`src/rtl/trivium_pkg.sv`:
```
// Shared types and constants for the Trivium receive-side decrypt path.
package trivium_pkg;

    localparam int unsigned BYTE_W    = 8;
    localparam int unsigned DEF_DEPTH = 8;
    localparam int unsigned DEF_CNT_W = 16;

    typedef enum logic [1:0] {
        REINIT,
        WAIT,
        RUN
    } state_t;

endpackage

```
`src/rtl/trivium_stream_decrypt_byte_fifo.sv`:
```
// Single-clock byte FIFO with a first-word-fall-through head.
// Pointers carry an extra MSB so that full and empty can be told apart.
module byte_fifo
    import trivium_pkg::*;
#(
    parameter int unsigned DEPTH = DEF_DEPTH
) (
    input  logic                     clk,
    input  logic                     rst,
    input  logic                     push,
    input  logic [BYTE_W-1:0]        din,
    input  logic                     pop,
    output logic [BYTE_W-1:0]        dout,
    output logic                     full,
    output logic                     empty,
    output logic [$clog2(DEPTH):0]   level
);

    localparam int unsigned AW = $clog2(DEPTH);

    logic [AW:0]       wptr;
    logic [AW:0]       rptr;
    logic [BYTE_W-1:0] mem [DEPTH];
    logic              do_push;
    logic              do_pop;

    assign empty   = (wptr == rptr);
    assign full    = (wptr[AW] != rptr[AW]) && (wptr[AW-1:0] == rptr[AW-1:0]);
    assign level   = wptr - rptr;
    assign do_push = push && !full;
    assign do_pop  = pop && !empty;
    // Head reads as zero while empty so the plaintext port idles at a known value.
    assign dout    = empty ? '0 : mem[rptr[AW-1:0]];

    always_ff @(posedge clk) begin
        if (rst) begin
            wptr <= '0;
            rptr <= '0;
        end else begin
            if (do_push) wptr <= wptr + 1'b1;
            if (do_pop)  rptr <= rptr + 1'b1;
        end
    end

    always_ff @(posedge clk) begin
        if (do_push) mem[wptr[AW-1:0]] <= din;
    end

endmodule

```
`src/rtl/trivium_stream_decrypt.sv`:
```
// Receive-side Trivium decrypt: XORs ciphertext with keystream into a plaintext
// FIFO and owns keystream resynchronisation (reinit pulse, then wait for valid).
module trivium_stream_decrypt
    import trivium_pkg::*;
#(
    parameter int unsigned DEPTH = DEF_DEPTH,
    parameter int unsigned CNT_W = DEF_CNT_W
) (
    input  logic                     clk,
    input  logic                     rst,
    input  logic [BYTE_W-1:0]        ct_data,
    input  logic                     ct_valid,
    output logic                     ct_ready,
    input  logic [BYTE_W-1:0]        ks_byte,
    input  logic                     ks_valid,
    output logic                     ks_ready,
    output logic                     ks_reinit,
    input  logic                     resync,
    output logic [BYTE_W-1:0]        pt_data,
    output logic                     pt_valid,
    input  logic                     pt_ready,
    output logic [CNT_W-1:0]         byte_count,
    output logic [$clog2(DEPTH):0]   fifo_level,
    output logic                     busy
);

    state_t state;
    logic   fifo_full;
    logic   fifo_empty;
    logic   xfer;

    // Full is checked without regard to a same-cycle pop.
    assign ct_ready  = (state == RUN) && ks_valid && !fifo_full;
    assign xfer      = ct_valid && ct_ready;
    assign ks_ready  = xfer;
    assign ks_reinit = (state == REINIT);
    assign busy      = (state != RUN);
    assign pt_valid  = !fifo_empty;

    byte_fifo #(
        .DEPTH(DEPTH)
    ) u_fifo (
        .clk  (clk),
        .rst  (rst),
        .push (xfer),
        .din  (ct_data ^ ks_byte),
        .pop  (pt_ready),
        .dout (pt_data),
        .full (fifo_full),
        .empty(fifo_empty),
        .level(fifo_level)
    );

    always_ff @(posedge clk) begin
        if (rst) begin
            state      <= WAIT;
            byte_count <= '0;
        end else begin
            if (state == REINIT)
                byte_count <= '0;
            else if (xfer)
                byte_count <= byte_count + CNT_W'(1);

            if (resync) begin
                state <= REINIT;
            end else begin
                case (state)
                    REINIT:  state <= WAIT;
                    WAIT:    if (ks_valid) state <= RUN;
                    default: state <= state;
                endcase
            end
        end
    end

endmodule

```
`config.mk`:
```
export PLATFORM = sky130hd
export DESIGN_NAME = trivium_stream_decrypt
export DESIGN_NICKNAME = d
export VERILOG_FILES = /design/src/rtl/trivium_pkg.sv /design/src/rtl/trivium_stream_decrypt_byte_fifo.sv /design/src/rtl/trivium_stream_decrypt.sv
export SDC_FILE = /design/constraint.sdc
export NUM_CORES = 1
export LEC_CHECK = 0
export BUFFER_PORTS_ARGS = -buffer_cell sky130_fd_sc_hd__buf_2
export CAP_MARGIN = 10
export CORE_MARGIN = 3
export CORE_UTILIZATION = 35
export DETAILED_ROUTE_END_ITERATION = 10
export GPL_TIMING_DRIVEN = 0
export PLACE_DENSITY = 0.58
export SETUP_SLACK_MARGIN = 0.3
export SYNTH_ARGS = -nofsm -noshare
export SYNTH_HDL_FRONTEND = slang
export SYNTH_SLANG_ARGS = --single-unit
```
`constraint.sdc`:
```
create_clock -name clk -period 3.01 [get_ports clk]
set_input_delay 0.1505 -clock clk [delete_from_list [all_inputs] [get_ports clk]]
set_output_delay 0.1505 -clock clk [all_outputs]
set_load 0.01 [all_outputs]
```
* After elaboration in Yosys (flattened, before gate mapping)
Memories as Yosys holds them, arrays and structs flattened. A register that Yosys moved wholly into a read port is not among the register bits. Cells that the tools add are included.
Storage, ports and cells: register bits after elaboration 26, memory bits (writable) 64, bits of input ports 22, output and inout port bits 33, memories kept 1
Operators by class: add/sub/neg operators 4, equality and inequality tests 8, mux-type cells 8, bitwise logic cells 1, reduce and logical (&&, ||, !) cells 15
Memory list:
- u_fifo.mem | depth 8, bits a word 8, read ports 1, clocked after Yosys merged registers in 1, write ports 1, RTL line trivium_stream_decrypt_byte_fifo.sv:23 | logic [BYTE_W-1:0] mem [DEPTH];
Operators with widths (number):
- $add 16x1->16 const B | 1
- $add 4x1->4 const B | 2
- $mux 8 | 1
- $xor 8x8->8 | 1
- $logic_and 1x1->1 | 6
- $mux 3 | 2
- $eq 4x4->1 | 1
- $ne 2x2->1 const B | 2
- $pmux 2 s2 | 1
- $reduce_and 2->1 | 2
- $reduce_or 2->1 | 2
- $sub 4x4->4 | 1
- $eq 3x3->1 | 1
- $mux 1 | 3
- $ne 3x3->1 const B | 1
- $reduce_bool 3->1 | 1
- $eq 2x1->1 const B | 1
- $eq 2x2->1 const B | 1
- $logic_not 1->1 | 2
- $logic_not 2->1 | 1
- $mux 2 | 1
- $reduce_bool 2->1 | 1
- $ne 1x1->1 | 1

* Longest topological paths before layout
depth in word-level cells 8, gate-level depth with buffers 8, mapped depth without buffers 7

* Cells and area by module
Synthesis repeated with hierarchy kept, for this count alone.
Unflattened totals: cell total of the unflattened synthesis 276, area total of the unflattened synthesis 3938.8 µm²
Modules (own cells, without submodules):
- byte_fifo | instances 1, cells each 169, area an instance 3044.2 µm²
- trivium_stream_decrypt | instances 1, cells each 107, area an instance 894.6 µm²

* Worst setup path before layout
OpenSTA, ideal clock, no wires.
path kind reg-to-reg, start point register u_fifo.wptr[0], end point memory u_fifo.mem[0][0], enable pin, data arrival time 2.289 ns, data required time 2.615 ns, path slack 0.326 ns, cell stages (with the launch flop) 8, path buffers 2, path through dfxtp_1 clkbuf_1 inv_1 ha_1 nand3_1 o21ai_1 buf_2 nor4_1
On the way: cells in the longest elaborated chain, start to end 8
RTL lines:
- from (decl) | RTL line trivium_stream_decrypt_byte_fifo.sv:21 | logic [AW:0] wptr;
- from (signal assigned) | RTL line trivium_stream_decrypt_byte_fifo.sv:40 | if (do_push) wptr <= wptr + 1'b1;
- $eq 3x3->1 | RTL line trivium_stream_decrypt_byte_fifo.sv:28 | assign full = (wptr[AW] != rptr[AW]) && (wptr[AW-1:0] == rptr[AW-1:0]);
- $logic_and 1x1->1 | RTL line trivium_stream_decrypt_byte_fifo.sv:28
- $logic_not 1->1 | RTL line trivium_stream_decrypt_byte_fifo.sv:30, trivium_stream_decrypt.sv:33
- $logic_and 1x1->1 | RTL line trivium_stream_decrypt.sv:33 | assign ct_ready = (state == RUN) && ks_valid && !fifo_full;
- $logic_and 1x1->1 | RTL line trivium_stream_decrypt.sv:34 | assign xfer = ct_valid && ct_ready;
- $logic_and 1x1->1 | RTL line trivium_stream_decrypt_byte_fifo.sv:30 | assign do_push = push && !full;
- $mux 1 | RTL line trivium_stream_decrypt_byte_fifo.sv:46 | if (do_push) mem[wptr[AW-1:0]] <= din;
- $mux 1 (implied by the code) | RTL line trivium_stream_decrypt_byte_fifo.sv:46
- to (decl) | RTL line trivium_stream_decrypt_byte_fifo.sv:23
Parallel ways exist; a longest one is shown, timed or not.

* Final worst setup path
start point register u_fifo.wptr[1], end point memory u_fifo.mem[2][1], enable pin
The elaborated chain is that of the path after synthesis.

==> summary.txt <==
Finish
  • Number of diodes: 0
  • Final Non-Filler Cells: roughly 500
  • Fraction of layout cells with a size suffix above 1: between 30% and 40%
  • Area growth from synthesis to layout: 23.3%
  • Post-route cell area: a little under 0.005 mm^2
  • Nets: about 390

Placement
  • Placed instance area: 0.00448 mm^2
  • Input/output buffers: 54
  • Routability Congestion: 0.732
  • Half-perimeter wire length after placement: approximately 5800 um
  • Total placed cells including tap cells: around 480

Synthesis
  • Number of flops mapped to enable cells by yosys: 64
  • Total nets after synthesis: 312
  • Post-Synthesis Cells: about 280
  • Number of synthesis warnings: 0
  • FFs w/ async S/R, synth: 0%
  • Sequential area share after synthesis: 63.0%
  • Post-synth top flop: sky130_fd_sc_hd__edfxtp_1
  • Synthesized area per cell: between 10 and 15 um^2
  • Mapped Area: about 0.0040 mm^2
  • Share of the synthesized area in the top cell type: between 40% and 50%
  • Register bit total from synthesis: 93
  • Cell accounting for the most synthesized area: sky130_fd_sc_hd__edfxtp_1
  • Synth area leaders: sky130_fd_sc_hd__edfxtp_1 48%, sky130_fd_sc_hd__dfxtp_1 15%, sky130_fd_sc_hd__mux4_2 9.1%
  • Netlist cell types: between 40 and 50

Status
  • Run status: complete, no violations

Drt
  • Via-to-Cell Ratio: between 5 and 6
  • Final routed wirelength across all metal layers: 8440 um
  • Iteration-0 DRC count of the detailed router: about 160
  • Count of antenna-violating nets left after detailed routing: 0
  • First-pass detailed-route iteration total: 4
  • Post-detailed-route DRC marker count: 0
  • Wirelength per Cell: 16.8 um
  • Via Count: about 2600

Die
  • Core Box Area: roughly 0.011 mm^2
  • I/O pin count: 55
  • Die height: 113 um
  • Chip Width: between 100 and 150 um
  • Die area: roughly 0.013 mm^2
  • Effective utilization at floorplan: 36.1%
  • Number of rows in the core area: 38

Power
  • Static power due to leakage: 1.73 nW
  • Power density of the placed cells: ~530 mW/mm^2
  • Highest ir drop seen on vdd: 0.293 mV

Critical path
  • Maximum fanout count along the critical path: 10
  • Kind of launch point of the worst setup path: register
  • CP arrival: 2.54 ns
  • Setup CP Type: register to register
  • Required time of the worst setup path: about 3.1 ns
  • Critical Path Sink Type: register

Job
  • # Max-Cap Violations: 0

STA
  • Fin crit period: approximately 2.5 ns
  • Final setup violation count: 0
  • Setup TNS Final: 0 ns
  • Slew @ Worst Pin: 0.730 ns
  • Unrepaired setup endpoints after global routing: no
  • Post-Route Skew: between 0.01 and 0.015 ns
  • Slew margin rel.: between 50% and 60%
  • Final number of hold-violating endpoints: 0
  • Period Utilization, post-route: 82.7%
  • Final Slew Violations: 0
  • Maximum clock frequency: 402 MHz

Clock network
  • Cell chosen for the clock root: sky130_fd_sc_hd__clkbuf_16
  • Later-pin clock latency in the skew report: 0.35 ns
  • TritonCTS buffer count: 9
  • Clock transition at the register clock pins on the worst setup and hold paths after CTS: roughly 0.080 ns
  • Longest Clk Path Bufs: 2
  • CTS tree: built
  • # clock sinks: between 90 and 100
  • Clock H-tree levels: 3

Global route
  • Wire length of the first global-routing pass: roughly 14000 um
  • GRT Residual Overflow: 0
  • Antenna violations before repair: 0
  • Pin count of the biggest net entering global routing: 20
  • Total routing resource utilization after global routing: 14.3%
  • Number of global-route vias before repair: around 2700

Worst hold path
  • Type of the worst min-delay path: input pin to register
cell type report:
type | instances | area [um^2]
Buffer | 11 | 61.3
Clock buffer | 9 | 225
Clock inverter | 7 | 75.1
Fill cell | 993 | 6090
Inverter | 12 | 45.0
Multi-Input combinational cell | 167 | 1480
Sequential cell | 93 | 2500
Tap cell | 140 | 175
Timing Repair Buffer | 62 | 333
synthesized netlist by cell type (all sizes together), types with 7 or more instances:
cell type and n:
edfxtp 64, dfxtp 29, nor2 24, a21oi 16
mux4 16, xor2 14, nand2 13, inv 12
mux2i 9, nand3 7, o21ai 7, xnor2 7
cell families (layout without fill, tap and decap cells):
| family | Yosys count | after routing | synth area share (%) |
|---|---|---|---|
| adders and majority gates | 7 | 7 | 2.40 |
| muxes | 25 | 25 | 11.3 |
| buffers and inverters | 23 | 101 | 2.49 |
| and+or+nand+nor | 74 | 74 | 9.64 |
| xor gates and xnor gates | 21 | 21 | 4.82 |
| AOI/OAI and AO/OA | 40 | 40 | 6.27 |
| DFF | 93 | 93 | 63.0 |
power breakdown:
part	internal, mW	total [mW]	switching (mW)	leakage, nW
clock network	0.587	1.12	0.529	0.144
registers	1.38	1.38	0.00325	0.809
logic	0.0292	0.0826	0.0534	0.773
worst max-delay path: stages, from the launching register on:
cell	delay, ns
sky130_fd_sc_hd__dfxtp_1	0.69
sky130_fd_sc_hd__ha_1	0.38
sky130_fd_sc_hd__nand3_2	0.20
sky130_fd_sc_hd__o21ai_2	0.14
sky130_fd_sc_hd__buf_4	0.23
sky130_fd_sc_hd__nor4_4	0.31
sky130_fd_sc_hd__buf_4	0.24
flip-flops by register name (all words and copies together), names as in the netlist, named ones only:
signal       count
state            2
u_fifo.wptr      4
u_fifo.mem      64
byte_count      16
u_fifo.rptr      4
placed cells by master, fill, tap and decap left out, types with 8 or more instances in the layout:
master	n
sky130_fd_sc_hd__mux2i_1	9
sky130_fd_sc_hd__inv_1	11
sky130_fd_sc_hd__mux4_2	16
sky130_fd_sc_hd__dfxtp_1	29
sky130_fd_sc_hd__buf_4	8
sky130_fd_sc_hd__a21oi_1	16
sky130_fd_sc_hd__edfxtp_1	64
sky130_fd_sc_hd__clkbuf_16	9
sky130_fd_sc_hd__nand2_1	13
sky130_fd_sc_hd__xor2_1	14
sky130_fd_sc_hd__nor2_1	22
sky130_fd_sc_hd__buf_2	57
path summary, 6_finish.rpt:
path                                     from                     endpoint  slack, ns  cells after the start
setup / recovery  u_fifo.wptr[1]$_SDFFE_PP0P_   u_fifo.mem[2][1]$_DFFE_PP_       0.52                      6
hold / removal                            rst        state[0]$_SDFFE_PP1P_       0.02                      3
setup reg to reg  u_fifo.wptr[1]$_SDFFE_PP0P_   u_fifo.mem[2][1]$_DFFE_PP_       0.52                      6
hold reg to reg   byte_count[15]$_SDFFE_PP0P_  byte_count[15]$_SDFFE_PP0P_       0.49                      2
routing by layer:
metal  vias to the layer above  wire length, um  track usage, %
li1                       1231                -               -
met1                      1266             3610            18.4
met2                        65             4340            24.0
met3                         8              398            3.67
met4                         0               91            4.01
met5                         -                0               0
metrics by stage:
stage / utilization [%] / total power [mW] / hold WS, ns / setup WS (ns)
after detailed placement: 40.8 / 1.49 / 0.346 / -0.0887
after CTS: 44.5 / 2.60 / 0.0154 / 0.382
after global placement: 40.2 / 1.49 / 0.337 / -0.922
after global routing: 44.6 / 2.67 / 0.0353 / 0.350
after floorplan: - / 1.45 / 0.230 / 0.326
final: 44.6 / 2.58 / 0.0246 / 0.520
what timing repair did:
item	CTS	global route
buffers inserted	2	1
resized for setup	15	4
pin swaps	2	1
setup endpoints to repair	74	48
hold buffers	1	0
hold endpoints to repair	2	0
No activity file was read; power rests on OpenSTA's default activity.
